--- config.mk ---
export PLATFORM = sky130hd
export DESIGN_NAME = bcd_seq_ctrl
export DESIGN_NICKNAME = d
export VERILOG_FILES = /design/src/rtl/bcd_seq_ctrl.sv
export SDC_FILE = /design/constraint.sdc
export NUM_CORES = 1
export LEC_CHECK = 0
export BUFFER_PORTS_ARGS = -buffer_cell sky130_fd_sc_hd__buf_2
export CORE_UTILIZATION = 40
export DETAILED_ROUTE_END_ITERATION = 6
export SYNTH_ARGS = -nofsm -noshare
export SYNTH_HDL_FRONTEND = slang
export SYNTH_SLANG_ARGS = --single-unit
--- constraint.sdc ---
create_clock -name clk -period 1.5 [get_ports clk]
set_input_delay 0.075 -clock clk [delete_from_list [all_inputs] [get_ports clk]]
set_output_delay 0.075 -clock clk [all_outputs]
set_load 0.005 [all_outputs]
--- src/rtl/bcd_seq_ctrl.sv ---
// bcd_seq_ctrl: round-robin binary-to-BCD sequencer for sec/min/hr.
// One conversion per 8 clocks (grant, 6 shift-and-add-3 steps, write/ack).
// Ports: clk, rst_n (async, active-low); req[2:0] level requests
//   (bit0 sec, bit1 min, bit2 hr); sec_bin/min_bin/hr_bin 6-bit binary in;
//   bcd_sec/bcd_min/bcd_hr registered two-digit BCD out (tens in [7:4]);
//   ack[2:0] one-cycle done pulse; busy = not IDLE; err = range pulse.
// Parameter RR_START: arbitration pointer value after reset (0..2).
// Optional: define BCD_SEQ_CTRL_RANGE_CHK_EN to flag sec/min > 59 and
//   hr > 23; such results are written as 8'hEE with err pulsing with ack.
module bcd_seq_ctrl #(
    parameter int RR_START = 0
) (
    input  logic       clk,
    input  logic       rst_n,
    input  logic [2:0] req,
    input  logic [5:0] sec_bin,
    input  logic [5:0] min_bin,
    input  logic [5:0] hr_bin,
    output logic [7:0] bcd_sec,
    output logic [7:0] bcd_min,
    output logic [7:0] bcd_hr,
    output logic [2:0] ack,
    output logic       busy,
    output logic       err
);

    typedef enum logic [1:0] {
        IDLE,
        SHIFT,
        DONE
    } state_t;

    state_t      state_q, state_d;
    logic [1:0]  ptr_q, ptr_d;
    logic [1:0]  gnt_q, gnt_d;
    logic [13:0] sr_q, sr_d;
    logic [2:0]  cnt_q, cnt_d;
    logic [7:0]  bcd_sec_q, bcd_sec_d;
    logic [7:0]  bcd_min_q, bcd_min_d;
    logic [7:0]  bcd_hr_q, bcd_hr_d;
    logic [2:0]  ack_q, ack_d;

    logic [2:0]  elig;
    logic [1:0]  c0, c1, c2;
    logic [1:0]  win;
    logic [5:0]  bin_win;
    logic [7:0]  res;

`ifdef BCD_SEQ_CTRL_RANGE_CHK_EN
    logic        rerr_q, rerr_d;
    logic        err_q, err_d;
    logic        rng_bad;
`endif

    function automatic logic [1:0] inc3(input logic [1:0] i);
        return (i == 2'd2) ? 2'd0 : i + 2'd1;
    endfunction

    function automatic logic [3:0] adj(input logic [3:0] n);
        return (n >= 4'd5) ? n + 4'd3 : n;
    endfunction

    // A channel that is being acked this cycle is not eligible, so a
    // held request cannot immediately re-win right after completing.
    assign elig = req & ~ack_q;

    always_comb begin
        c0  = ptr_q;
        c1  = inc3(c0);
        c2  = inc3(c1);
        win = c2;
        if (elig[c0]) begin
            win = c0;
        end else if (elig[c1]) begin
            win = c1;
        end
    end

    always_comb begin
        bin_win = hr_bin;
        unique case (win)
            2'd0:    bin_win = sec_bin;
            2'd1:    bin_win = min_bin;
            default: bin_win = hr_bin;
        endcase
    end

`ifdef BCD_SEQ_CTRL_RANGE_CHK_EN
    assign rng_bad = (win == 2'd2) ? (bin_win > 6'd23)
                                   : (bin_win > 6'd59);
`endif

    always_comb begin
        state_d   = state_q;
        ptr_d     = ptr_q;
        gnt_d     = gnt_q;
        sr_d      = sr_q;
        cnt_d     = cnt_q;
        bcd_sec_d = bcd_sec_q;
        bcd_min_d = bcd_min_q;
        bcd_hr_d  = bcd_hr_q;
        ack_d     = 3'b000;
        res       = sr_q[13:6];
`ifdef BCD_SEQ_CTRL_RANGE_CHK_EN
        rerr_d    = rerr_q;
        err_d     = 1'b0;
        if (rerr_q) begin
            res = 8'hEE;
        end
`endif
        unique case (state_q)
            IDLE: begin
                if (|elig) begin
                    gnt_d   = win;
                    ptr_d   = inc3(win);
                    sr_d    = {8'h00, bin_win};
                    cnt_d   = 3'd0;
                    state_d = SHIFT;
`ifdef BCD_SEQ_CTRL_RANGE_CHK_EN
                    rerr_d  = rng_bad;
`endif
                end
            end
            SHIFT: begin
                // Double dabble: correct both digits, then shift left.
                sr_d  = {adj(sr_q[13:10]), adj(sr_q[9:6]), sr_q[5:0]} << 1;
                cnt_d = cnt_q + 3'd1;
                if (cnt_q == 3'd5) begin
                    state_d = DONE;
                end
            end
            DONE: begin
                unique case (gnt_q)
                    2'd0: begin
                        bcd_sec_d = res;
                        ack_d     = 3'b001;
                    end
                    2'd1: begin
                        bcd_min_d = res;
                        ack_d     = 3'b010;
                    end
                    default: begin
                        bcd_hr_d  = res;
                        ack_d     = 3'b100;
                    end
                endcase
`ifdef BCD_SEQ_CTRL_RANGE_CHK_EN
                err_d   = rerr_q;
`endif
                state_d = IDLE;
            end
            default: state_d = IDLE;
        endcase
    end

    always_ff @(posedge clk or negedge rst_n) begin
        if (!rst_n) begin
            state_q   <= IDLE;
            ptr_q     <= 2'(RR_START);
            gnt_q     <= 2'd0;
            sr_q      <= 14'd0;
            cnt_q     <= 3'd0;
            bcd_sec_q <= 8'h00;
            bcd_min_q <= 8'h00;
            bcd_hr_q  <= 8'h00;
            ack_q     <= 3'b000;
        end else begin
            state_q   <= state_d;
            ptr_q     <= ptr_d;
            gnt_q     <= gnt_d;
            sr_q      <= sr_d;
            cnt_q     <= cnt_d;
            bcd_sec_q <= bcd_sec_d;
            bcd_min_q <= bcd_min_d;
            bcd_hr_q  <= bcd_hr_d;
            ack_q     <= ack_d;
        end
    end

`ifdef BCD_SEQ_CTRL_RANGE_CHK_EN
    always_ff @(posedge clk or negedge rst_n) begin
        if (!rst_n) begin
            rerr_q <= 1'b0;
            err_q  <= 1'b0;
        end else begin
            rerr_q <= rerr_d;
            err_q  <= err_d;
        end
    end

    assign err = err_q;
`else
    assign err = 1'b0;
`endif

    assign bcd_sec = bcd_sec_q;
    assign bcd_min = bcd_min_q;
    assign bcd_hr  = bcd_hr_q;
    assign ack     = ack_q;
    assign busy    = (state_q != IDLE);

endmodule

==> summary.md <==
| Metric | Value |
|---|---|
| Final core utilization | `between 60% and 70%` |
| Routed Antenna Nets | `0` |
| Finished Layout Cells | `388` |
| Top Family by Delay on Critical Path | `compound AO/OA/AOI/OAI gates` |
| Number of standard-cell rows in the floorplan | `27` |
| Final setup viols | `1` |
| Number of pins exceeding their max-slew limit in the final report | `0` |
| Global Route met1 Usage | `27.76%` |
| Area occupied by multi-input gates | `approximately 1200 um^2` |
| N_diodes | `0` |
| Maximum clock insertion buffer count | `2` |
| Leading cell types by total area after synthesis | `sky130_fd_sc_hd__dfrtp_1 52%, sky130_fd_sc_hd__mux2_2 8.4%, sky130_fd_sc_hd__o21ai_0 4.0%` |
| Mean area per synthesized cell | `11.24 um^2` |
| Die Height | `just under 80 um` |
| Element type at the critical path start | `flip-flop` |
| Critical path endpoint category | `flip-flop` |
| H-tree depth reported by CTS | `2` |
| Arrival time worst endpoint | `roughly 1700 ps` |
| Pwr/cell area | `~1800 nW/um^2` |
| GR met3 Demand/Resource | `3.543%` |
| Via count of the routed design | `1992` |
| VDD IR max | `~900 uV` |
| Remaining global-route overflow | `0` |
| Highest-delay cell along the critical path | `sky130_fd_sc_hd__dfrtp_1` |
| Clock tree from TritonCTS | `built` |
| Register Area | `1256 um^2` |
| Max frequency | `between 600 and 700 MHz` |
| Failing checks | `negative setup slack` |
| Post-route design area | `~3400 um^2` |
| Total of fill cells in the finished design | `~480` |
| EDFF count, synth | `0` |
| Final critical delay including setup and external delays | `roughly 1500 ps` |
| Vias/cell | `slightly above 5` |
| Crit share post-route | `100.2%` |
| GRT Util Overall | `approximately a fifth` |
| Clock transition at the registers of the reported paths | `100 ps` |
| Routed length per instance | `between 10 and 15 um` |
| Synthesized flop and latch total | `50` |
| Count of yosys warnings during synthesis | `0` |
| Synth Net Count | `~240` |
| Result of the run | `complete, but fails checks` |
| WP buf/inv | `1` |
| Met2 track utilization from global routing | `about 30%` |
| Clock insertion delay at the later pin of the skew report | `320 ps` |
| Most frequent cells in the layout | `50 x sky130_fd_sc_hd__buf_2, 46 x sky130_fd_sc_hd__dfrtp_1, 43 x sky130_fd_sc_hd__buf_4` |
| Drt initial violations | `63` |
| Clock Tree Root | `sky130_fd_sc_hd__clkbuf_8` |
| Wire length of the first global-routing pass | `between 9 and 10 mm` |
| Required time of the critical path | `about 1700 ps` |
| Leading cell type in the layout, fill and taps excluded | `sky130_fd_sc_hd__buf_2` |
| Starting utilization of the core area | `about 43%` |
| Floorplan die area | `about 6300 um^2` |
| Chip Width | `around 80 um` |
| Setup Crit Path Kind | `reg -> reg` |
| Antenna violations before repair | `0` |
| Setup Slack @ Placement | `-72.85 ps` |
| Core area | `around 5600 um^2` |
| Maximum number of pins on one net before global-route repair | `32` |
| Post-Syn Instances | `~210` |
| Final estimated routing congestion in global placement | `just under 0.8` |
| Mapped Area | `between 2000 and 2500 um^2` |
| Worst stage delay on the critical path | `approximately 400 ps` |
| Share of async-settable or async-resettable flops after synthesis | `100.0%` |
| Final Hold Fails | `0` |
| Worst-case clock skew | `approximately 4.6 ps` |
| Count of TritonRoute iterations in the first routing pass | `4` |
| Ports placed on the boundary | `52` |
| Net count reported at finish | `about 340` |
| Fraction of final layout cells with drive strength greater than 1 | `between 50% and 60%` |
| Area growth syn-to-layout | `41.78%` |
| Sequential fraction of the synthesis area | `between 50% and 60%` |
| CTS Buf Count | `5` |
| Maxcap violations | `0` |
| Total length of routed wires | `between 5 and 6 mm` |
| Total leakage power | `~1.7 nW` |
| Ys flop type | `sky130_fd_sc_hd__dfrtp_1` |
| Setup repair after global routing missed its margin | `true` |
| Maximum fanout along the worst path | `4` |
| Library cell occupying the most area in the post-synthesis netlist | `sky130_fd_sc_hd__dfrtp_1` |
| Layer with the highest usage after global routing | `met2` |
| Type of the worst min-delay path | `in -> reg` |
| Placed cell area | `3035 um^2` |
| DR DRC count | `0` |
| Ordered list of cells on the worst path | `buf_4, and4bb_2, o211a_1, a2111o_1` |
| Proportion of netlist area held by the largest area contributor | `around 52%` |
| Cell count after placement | `approximately 370` |
| Detailed Place HPWL | `3.933 mm` |
| Sink Count | `50` |
| Count of input and output buffers | `50` |
| Minimum setup slack in the final design | `-3.257 ps` |
| Distinct cells, synth | `45` |
| Via count of the first global-routing pass | `1999` |
==> tightest hold or removal path: stages <==
cell	delay, ps
sky130_fd_sc_hd__buf_2	100
sky130_fd_sc_hd__o21ai_0	60
sky130_fd_sc_hd__a31oi_1	70
==> metrics by stage <==
| step | hold WS, ps | TNS (ps) | power [mW] |
|---|---|---|---|
| finish | 24.48 | -3.257 | 6.181 |
| CTS | 26.81 | -85.66 | 5.829 |
| detailed placement | 64.23 | -521.5 | 4.661 |
| global route | 31.88 | -624.6 | 6.648 |
| floorplan | -220.6 | -247.7 | 3.579 |
| global placement | 63.64 | -179.2 | 4.611 |
==> cell usage after synthesis (all sizes together), types with 6 or more instances <==
library cell / instances
inv: 9
and2: 6
nand2b: 6
dfrtp: 50
a21oi: 8
mux2: 18
a31oi: 13
nand2: 25
o22ai: 10
ha: 6
o21ai: 19
==> flip-flops by register name, summed over array words and instances, names as in the netlist <==
register / flops
bcd_hr: 8
sr_q: 14
state_q: 2
c0: 2
gnt_q: 2
cnt_q: 3
ack: 3
bcd_sec: 8
bcd_min: 8
==> layer usage <==
layer	part of all wire, %	vias to the layer above
met3	3.1	3
met4	0.55	0
li1	-	976
met1	48	981
met5	0	-
met2	48	32
==> report_power, final <==
| group | internal [mW] | total [mW] | switching, mW | leakage (nW) |
|---|---|---|---|---|
| sequential | 1.85 | 2.26 | 0.414 | 0.653 |
| combinational | 1.67 | 2.94 | 1.27 | 1.01 |
| clock | 0.496 | 0.980 | 0.483 | 0.0504 |
==> area by class of cell <==
type | instances | area share [%]
clock buffer | 5 | 2.018
clock inverter | 3 | 1.321
inverter | 9 | 0.9908
multi-input combinational | 147 | 35.96
sequential | 50 | 36.84
tap | 72 | 2.642
timing repair buffer | 102 | 20.22
==> path summary, 6_finish.rpt <==
kind / start / endpoint / slack (ps) / cells after the start
min in group asynchronous: rst_n / ack[1] / 240 / 2
hold reg to reg: bcd_hr[3] / bcd_hr[3] / 490 / 2
setup reg to reg: ack[2] / sr_q[0] / -3 / 4
hold / removal: sec_bin[3] / sr_q[3] / 20 / 3
setup / recovery: ack[2] / sr_q[0] / -3 / 4
max in group asynchronous: rst_n / state_q[0] / 720 / 3
==> kinds of logic (layout without fill, tap and decap cells) <==
| logic type | count (synthesis) | in the layout | share of synthesized area (%) |
|---|---|---|---|
| AO/OA/AOI/OAI | 62 | 62 | 17.01 |
| XOR/XNOR | 2 | 2 | 0.7285 |
| flip-flops | 50 | 50 | 52.03 |
| other | 1 | 1 | 0.1559 |
| AND/OR/NAND/NOR | 57 | 57 | 14.78 |
| buffers and inverters | 17 | 119 | 3.329 |
| multiplexers | 19 | 19 | 8.845 |
| adder cells (fa/ha/maj) | 6 | 6 | 3.122 |
==> timing repair <==
item | CTS | global route
endpoints found under the hold margin | 20 | 0
hold buffers | 2 | 0
pin swaps | 7 | 10
setup buffers | 5 | 5
endpoints found under the setup margin | 15 | 20
gates resized for setup | 12 | 29
Note: power is estimated with default switching activity, not from simulation.
